**config.mk**
```make
export PLATFORM = sky130hd
export DESIGN_NAME = serial_bit_tx
export DESIGN_NICKNAME = d
export VERILOG_FILES = /design/src/rtl/serial_bit_tx.sv
export SDC_FILE = /design/constraint.sdc
export NUM_CORES = 1
export LEC_CHECK = 0
export ABC_AREA = 1
export BUFFER_PORTS_ARGS = -buffer_cell sky130_fd_sc_hd__buf_2
export CORE_MARGIN = 4
export CORE_UTILIZATION = 45
export CTS_CLUSTER_DIAMETER = 150
export DETAILED_ROUTE_END_ITERATION = 10
export GPL_TIMING_DRIVEN = 0
export PLACE_DENSITY = 0.76
export SYNTH_ARGS = -nofsm -noshare
export SYNTH_HDL_FRONTEND = slang
export SYNTH_SLANG_ARGS = --single-unit
```
**constraint.sdc**
```tcl
create_clock -name CLK -period 3 [get_ports CLK]
set_input_delay 0.15 -clock CLK [delete_from_list [all_inputs] [get_ports CLK]]
set_output_delay 0.15 -clock CLK [all_outputs]
set_load 0.005 [all_outputs]
```
**src/rtl/serial_bit_tx.sv**
```systemverilog
// MSB-first serial bit transmitter with valid/ready load, optional inter-frame gap,
// synchronous abort and a per-bit "prefix divisible by 4" flag for scoring receivers.
module serial_bit_tx #(
  parameter int WIDTH = 8,
  parameter int GAP   = 0
) (
  input  logic             CLK,
  input  logic             RESET,
  input  logic             load_valid,
  input  logic [WIDTH-1:0] load_data,
  output logic             load_ready,
  input  logic             abort,
  output logic             nextBit,
  output logic             bitValid,
  output logic             frameStart,
  output logic             frameEnd,
  output logic             busy,
  output logic             expDiv
);

  localparam int             CW       = (WIDTH > 1) ? $clog2(WIDTH) : 1;
  localparam logic [CW-1:0]  LAST_IDX = CW'(WIDTH - 1);
  localparam logic [3:0]     GAP_LOAD = 4'(GAP - 1);

  typedef enum logic [1:0] {
    S_IDLE  = 2'd0,
    S_SHIFT = 2'd1,
    S_GAP   = 2'd2
  } state_t;

  state_t            state_q, state_d;
  logic [WIDTH-1:0]  sh_q, sh_d;
  logic [CW-1:0]     cnt_q, cnt_d;
  logic [3:0]        gcnt_q, gcnt_d;
  logic              prev_q, prev_d;
  logic              last_bit, gap_done, take;

  assign last_bit = (cnt_q == LAST_IDX);
  assign gap_done = (gcnt_q == 4'd0);

  always_comb begin
    load_ready = 1'b0;
    unique case (state_q)
      S_IDLE:  load_ready = 1'b1;
      S_SHIFT: load_ready = last_bit && (GAP == 0);
      S_GAP:   load_ready = gap_done;
      default: load_ready = 1'b0;
    endcase
  end

  // abort outranks a coincident handshake everywhere except IDLE
  assign take = load_valid && load_ready && (!abort || (state_q == S_IDLE));

  always_comb begin
    state_d = state_q;
    sh_d    = sh_q;
    cnt_d   = cnt_q;
    gcnt_d  = gcnt_q;
    prev_d  = prev_q;
    if (take) begin
      state_d = S_SHIFT;
      sh_d    = load_data;
      cnt_d   = '0;
      prev_d  = 1'b0;
    end else begin
      unique case (state_q)
        S_SHIFT: begin
          if (abort) begin
            state_d = S_IDLE;
          end else begin
            sh_d   = sh_q << 1;
            cnt_d  = cnt_q + CW'(1);
            prev_d = sh_q[WIDTH-1];
            if (last_bit) begin
              cnt_d = '0;
              if (GAP == 0) begin
                state_d = S_IDLE;
              end else begin
                state_d = S_GAP;
                gcnt_d  = GAP_LOAD;
              end
            end
          end
        end
        S_GAP: begin
          if (abort || gap_done) state_d = S_IDLE;
          else                   gcnt_d  = gcnt_q - 4'd1;
        end
        default: ;
      endcase
    end
  end

  always_ff @(posedge CLK or posedge RESET) begin
    if (RESET) begin
      state_q <= S_IDLE;
      sh_q    <= '0;
      cnt_q   <= '0;
      gcnt_q  <= '0;
      prev_q  <= 1'b0;
    end else begin
      state_q <= state_d;
      sh_q    <= sh_d;
      cnt_q   <= cnt_d;
      gcnt_q  <= gcnt_d;
      prev_q  <= prev_d;
    end
  end

  assign bitValid   = (state_q == S_SHIFT);
  assign nextBit    = bitValid && sh_q[WIDTH-1];
  assign frameStart = bitValid && (cnt_q == '0);
  assign frameEnd   = bitValid && last_bit;
  assign busy       = (state_q != S_IDLE);
  // prev_q is cleared on every load, so the first bit of a frame sees prev = 0
  assign expDiv     = bitValid && !sh_q[WIDTH-1] && !prev_q;

endmodule

```
==> impl_results.md, run 1 <==
* Final net count at 139
* Initial antenna violation count at 0
* VDD IR-drop max at 0.481 mV
* Number of synthesized flops with an enable pin at 0
* Layout area overhead at 17.5%
* Internal Power at 0.438 mW
* Crit path time final at 1.60 ns
* Setup CP Type: reg -> out
* Critical Path Source: cnt_q[0]$_DFFE_PP0P_
* Sequential share of the synthesized area at 0.373
* Max stage delay on crit path at 0.42 ns
* First DRT Iteration DRCs at 10
* Combinational share of power at 0.445
* N_diodes at 0
* Design Area, Final at 0.00102 mm2
* Final hold slack at 0.140 ns
* CTS root buffer: clkbuf_4
* Count leader, synth: nand2_1
* Share of cells above drive strength 1 at 0.382
* Synth cell types at 21
* Max_slew headroom at 0.650
* Critical path's slowest cell: dfrtp_1
* Die area at 0.00271 mm2
* CTS tree: done
* Yosys reg bits at 13
* Final Hold Vio Count at 0
* Asr flop ratio synth at 1.00
* Dpl cell area at 988 um2
* Average size of a mapped cell at 8.63 um2
* Num Clock Sinks at 13
* Placed Cells at 143
* Worst skew pair latency at 0.27 ns
* Synth top area cells: dfrtp_1 37%, nand2_1 10%, inv_1 9.5%, nand3_2 9.2%, buf_6 5.2%
* DR pass1 iterations at 4
* Worst Hold Class: in -> reg
* Worst r2r src: cnt_q[0]$_DFFE_PP0P_
* Final period utilization at 0.534
* Clk pwr share at 0.155
* Switching Fraction at 0.395
* Top FF cell, synth: dfrtp_1
* Final Max Tran Viols at 0
* Simple-gate share of the synthesized area at 0.372
* GP Congestion at 0.822
* Largest net degree at the start of global routing at 14
* Starting density of the core at 0.489
* Global-route wire length before repair at 2910 um
* Vias in the first global route at 679
* Row cnt at 15
* Chip height at 52.0 um
* Clock transition at path regs at 0.09 ns
* Routed wire length at 1630 um
* Synth top area share at 0.373
* Status: finished clean
* Vias at 681
* Pre-CTS WS at 1.46 ns
* Setup TNS at 0 ns
* CP cell instances: ha_1 -> ha_1 -> inv_1 -> nand2_4 -> buf_2
* ANT nets after route at 0
* Max_cap viols at 0
* Fmax at 625 MHz
* # resized after CTS at 0
* Number of H-tree levels at 1
* Mux contribution to synthesized area at 0
* Post-synth top cells: 24 x nand2_1, 22 x inv_1, 13 x dfrtp_1
* Worst-path fanout max at 9
* Adder-cell area share of the yosys netlist at 0.0430
* GRT Total Usage at 0.144
* Actual slew at the worst max-slew pin at 0.524 ns
* Post-Syn Area at 872 um2
* Gr ovfl total at 0
* Setup crit end kind: primary output
* CTS max path bufs at 2
* Leading area contributor after synthesis: dfrtp_1
* Post-DP HPWL at 1210 um
* Flop-to-flop setup slack at 1.46 ns
* Post-Synth XOR/XNOR Area at 0
* Flop pwr share at 0.400
* Cells after synthesis at 101
* RSZ-0062 raised after global routing: false
* # IOs at 19
* Layout Skew at 0.00362 ns
* Ys Warns at 0
* PwrDens at 706 mW/mm2
* CP Data Required Time at 2.85 ns
* P_sw at 0.286 mW
* CP arrival at 1.45 ns
* Chip width at 52.0 um
* Mapped Nets at 116
* Largest family of logic cells by synthesized area: simple AND/OR/NAND/NOR gates
* Core area at 0.00178 mm2
* Critical Path Most Common Cell: ha_1
* Final worst slack at 1.40 ns
* Post-synthesis compound-gate area fraction at 0.0445
* Crit start category: flop
* Port Buffers at 17
* HP Start: load_data[0]
* Vias per cell at 4.60
* CTS Buf Count at 3
* Final setup violation count at 0
* WL/cell at 11.0 um
* Leakage at 0.584 nW
* Non-filler cells, final at 148
* DRC at 0
## critical path: cells and delay by family, from the launching register on
kind          cells  cell delay (ns)
flops             1             0.42
fa+ha+maj         2             0.40
buf+inv           2             0.25
simple gates      1             0.11
## area by class of cell
cell class	instances	area [um2]
Buffer	6	60.1
Clock buffer	4	26.3
Fill cell	164	758
Inverter	23	86.3
Multi-Input combinational cell	59	400
Sequential cell	13	325
Tap cell	25	31.3
Timing Repair Buffer	18	95.1
## path summary, 6_finish.rpt
check / endpoint / cells after the start
min in group asynchronous: cnt_q[0]$_DFFE_PP0P_ / 3
min reg2reg: prev_q$_DFFE_PP0P_ / 2
max reg2reg: sh_q[2]$_DFFE_PP0P_ / 9
max in group asynchronous: sh_q[6]$_DFFE_PP0P_ / 3
max: load_ready / 5
min: sh_q[0]$_DFFE_PP0P_ / 3
## power by group through the flow
stage	combinational (mW)	clock, mW	sequential, mW
3_5_place_dp	0.325	0	0.294
4_1_cts	0.327	0.113	0.291
6_report	0.322	0.112	0.289
2_1_floorplan	0.253	0	0.284
3_3_place_gp	0.313	0	0.290
5_1_grt	0.365	0.123	0.297
## flip-flops by register name (all words and copies together) (netlist names)
name and count:
cnt_q 3, prev_q 1, sh_q 8, state_q 1
## layout by cell type, fill, tap and decap left out, drive strengths merged
cell type,count
nand4,7
nor3b,1
nand2,32
nor2,1
inv,23
dlygate4sd3,1
ha,3
clkbuf,5
dfrtp,13
o21ai,2
nand3,10
o22ai,2
buf,22
nand3b,1
## layer usage
metal  global-route usage  vias up  part of all wire
met4               0.0393        0             0.011
met3               0.0344        2             0.045
met5                    0        -                 0
met1                0.191      306              0.49
met2                0.232       19              0.46
li1                     -      354                 -
## logic make-up (layout without fill, tap and decap cells)
family	count (synthesis)	after routing
compound gates	4	4
fa+ha+maj	3	3
buf+inv	29	51
flops	13	13
simple gates	52	52
## what timing repair did
action / CTS / global route
hold buffers: 1 / 0
endpoints found under the setup margin: 0 / 0
buffers inserted: 0 / 0
endpoints found under the hold margin: 13 / 0
## metrics by stage
step                      power (mW)   util
final                          0.724  0.575
after CTS                      0.731  0.575
after detailed placement       0.619  0.554
after floorplan                0.537      -
after global routing           0.784  0.575
after global placement         0.603  0.554
Power figures use the tool's default switching activity.
==> run 2, diff against run 1 <==
==> constraint.sdc (replaced) <==
create_clock -name CLK -period 1.5 [get_ports CLK]
set_input_delay 0.075 -clock CLK [delete_from_list [all_inputs] [get_ports CLK]]
set_output_delay 0.075 -clock CLK [all_outputs]
set_load 0.005 [all_outputs]
==> run 2 against run 1 <==
Final cell count is 2.7% higher. Wire length rose by 4.0%. Clock power increased by 100%. Via count is 2.6% higher. Global-route usage stayed put. Largest power group unchanged. Clock skew shrank 0.0024 ns. Clock-buffer cell count is the same. Highest routed layer unchanged. Die area did not move. Total power increased by 110%. Critical path depth rose by 4. Sequential power is 99% higher.
==> impl_results.md, run 2 (same netlist as run 1, synthesis figures left out) <==
* N_diodes at 0 (unchanged)
* Worst-path fanout max at 7 (-2)
* Layout area overhead at 24.0%
* Clock transition at path regs at 0.09 ns (about the same)
* Delay-heaviest family, CP: flip-flops
* Chip width at 52.0 um (unchanged)
* Flop-to-flop setup slack at 0.07 ns (-1.39 ns)
* Share of cells above drive strength 1 at 0.425 (+0.0431)
* Setup crit end kind: flop
* Row cnt at 15 (unchanged)
* Critical path's slowest cell: dfrtp_1
* Status: finished clean
* Crit path time final at 1.43 ns
* CTS root buffer: clkbuf_4
* Vias in the first global route at 679 (unchanged)
* Final Hold Vio Count at 0 (unchanged)
* First DRT Iteration DRCs at 20 (+10)
* Starting density of the core at 0.489 (unchanged)
* Gr ovfl total at 0 (unchanged)
* Critical Path Most Common Cell: ha_2
* ANT nets after route at 0 (unchanged)
* Post-DP HPWL at 1210 um (unchanged)
* Reg-to-reg endpoint: sh_q[3]$_DFFE_PP0P_
* Max_cap viols at 0 (unchanged)
* DRC at 0 (unchanged)
* Post-layout util at 0.606 (+0.0316)
* Layout Skew at 0.00125 ns (-0.00237 ns)
* Die area at 0.00271 mm2 (unchanged)
* Vias per cell at 4.60 (about the same)
* Final net count at 143 (+2.9%)
* Setup TNS at 0 ns (unchanged)
* Hold Path Depth at 3 (unchanged)
* Global-route wire length before repair at 2900 um (-0.24%)
* GP Congestion at 0.822 (unchanged)
* Crit start category: flop
* Final Max Tran Viols at 0 (unchanged)
* CP cell instances: ha_2 -> ha_2 -> inv_2 -> nand2_4 -> nand3_4 -> clkbuf_16 -> nand2_1 -> nand3_2 -> nand2_2
* GRT Total Usage at 0.144 (unchanged)
* Num Clock Sinks at 13 (unchanged)
* Max_slew headroom at 0.650 (about the same)
* WL/cell at 11.2 um (+1.2%)
* Port Buffers at 17 (unchanged)
* Number of H-tree levels at 1 (unchanged)
* Top Registers: sh_q x8, cnt_q x3
* CTS tree: done
* Core area at 0.00178 mm2 (unchanged)
* DR pass1 iterations at 4 (unchanged)
* Initial antenna violation count at 0 (unchanged)
* Actual slew at the worst max-slew pin at 0.525 ns (+0.000351 ns)
* Hold endpoint: sh_q[0]$_DFFE_PP0P_
* Commonest cells after routing, fill and taps aside: 24 x nand2_1, 21 x inv_1, 17 x buf_2
* Power Total at 1.51 mW (+110%)
* Leakage at 0.608 nW (+4.2%)
* CTS Buf Count at 3 (unchanged)
* PwrDens at 1400 mW/mm2 (+98%)
* Final period utilization at 0.953
* Max FFs per register at 8 (unchanged)
* Worst path bufs/invs at 2 (unchanged)
* CP arrival at 1.61 ns (+0.16 ns)
* Vias at 699 (+2.6%)
* Chip height at 52.0 um (unchanged)
* Routed wire length at 1700 um (+4.0%)
* HP Start: load_data[0]
* VDD IR-drop max at 0.959 mV (+100%)
* R2R depth at 9 (unchanged)
* Top reg by flops: sh_q
* Largest net degree at the start of global routing at 14 (unchanged)
* Worst r2r src: cnt_q[1]$_DFFE_PP0P_
* Fmax at 699 MHz
* CTS max path bufs at 2 (unchanged)
* Max stage delay on crit path at 0.39 ns (-0.03 ns)
* # IOs at 19 (unchanged)
* RSZ-0062 raised after global routing: false
* Worst Hold Class: in -> reg
* Worst skew pair latency at 0.27 ns (about the same)
* CP Data Required Time at 1.68 ns (-1.17 ns)
* Setup CP Type: reg -> reg
* Commonest non-fill, non-tap cell in the layout: nand2_1
* Final setup violation count at 0 (unchanged)
## run 2: worst max path at each step
stage                               startpoint             endpoint  slack (ns)  cells past startpoint
after floorplan           cnt_q[0]$_DFFE_PP0P_  sh_q[1]$_DFFE_PP0P_        0.09                      9
after global placement    cnt_q[0]$_DFFE_PP0P_  sh_q[4]$_DFFE_PP0P_       -0.01                      9
after detailed placement  cnt_q[0]$_DFFE_PP0P_  sh_q[2]$_DFFE_PP0P_       -0.04                      9
after CTS                 cnt_q[0]$_DFFE_PP0P_  sh_q[2]$_DFFE_PP0P_        0.01                      9
after global routing      cnt_q[1]$_DFFE_PP0P_  sh_q[3]$_DFFE_PP0P_       0.002                      9
final                     cnt_q[1]$_DFFE_PP0P_  sh_q[3]$_DFFE_PP0P_        0.07                      9
## run 2: area by class of cell
type | count | area, um2
sequential | 13 | 325
multi-input combinational | 59 | 405
buffer | 6 | 63.8
tap | 25 | 31.3
clock buffer | 4 | 26.3
timing repair buffer | 22 | 143
inverter | 23 | 86.3
fill | 161 | 702
## run 2: tightest hold or removal path: cells and delay by family
family / cells / cell delay, ns
AO/OA/AOI/OAI: 1 / 0.08
buffers and inverters: 2 / 0.16
## run 2: where the power goes
part | switching [mW] | internal [mW] | total [mW]
Combinational | 0.377 | 0.329 | 0.706
Sequential | 0.0853 | 0.490 | 0.575
Clock | 0.124 | 0.103 | 0.227
## run 2: routing by layer
metal,part of all wire,track usage
met1,0.47,0.188
met2,0.48,0.236
met3,0.042,0.0344
met4,0.010,0.0393
met5,0,0
## run 2: stage by stage
stage	area (um2)	hold slack (ns)	instances	setup slack (ns)
2_1_floorplan	872	-0.0480	101	0.0894
3_3_place_gp	988	0.126	143	-0.0149
3_5_place_dp	988	0.137	143	-0.0358
4_1_cts	1030	0.0644	149	0.0112
5_1_grt	1080	0.0796	152	0.00249
6_report	1080	0.0638	152	0.0699
## run 2: timing repair
action,in CTS,in global routing
endpoints found under the setup margin,7,7
pin swaps,0,3
cloned,0,1
endpoints found under the hold margin,13,0
gates resized for setup,1,3
buffers inserted,1,2
hold buffers,1,0
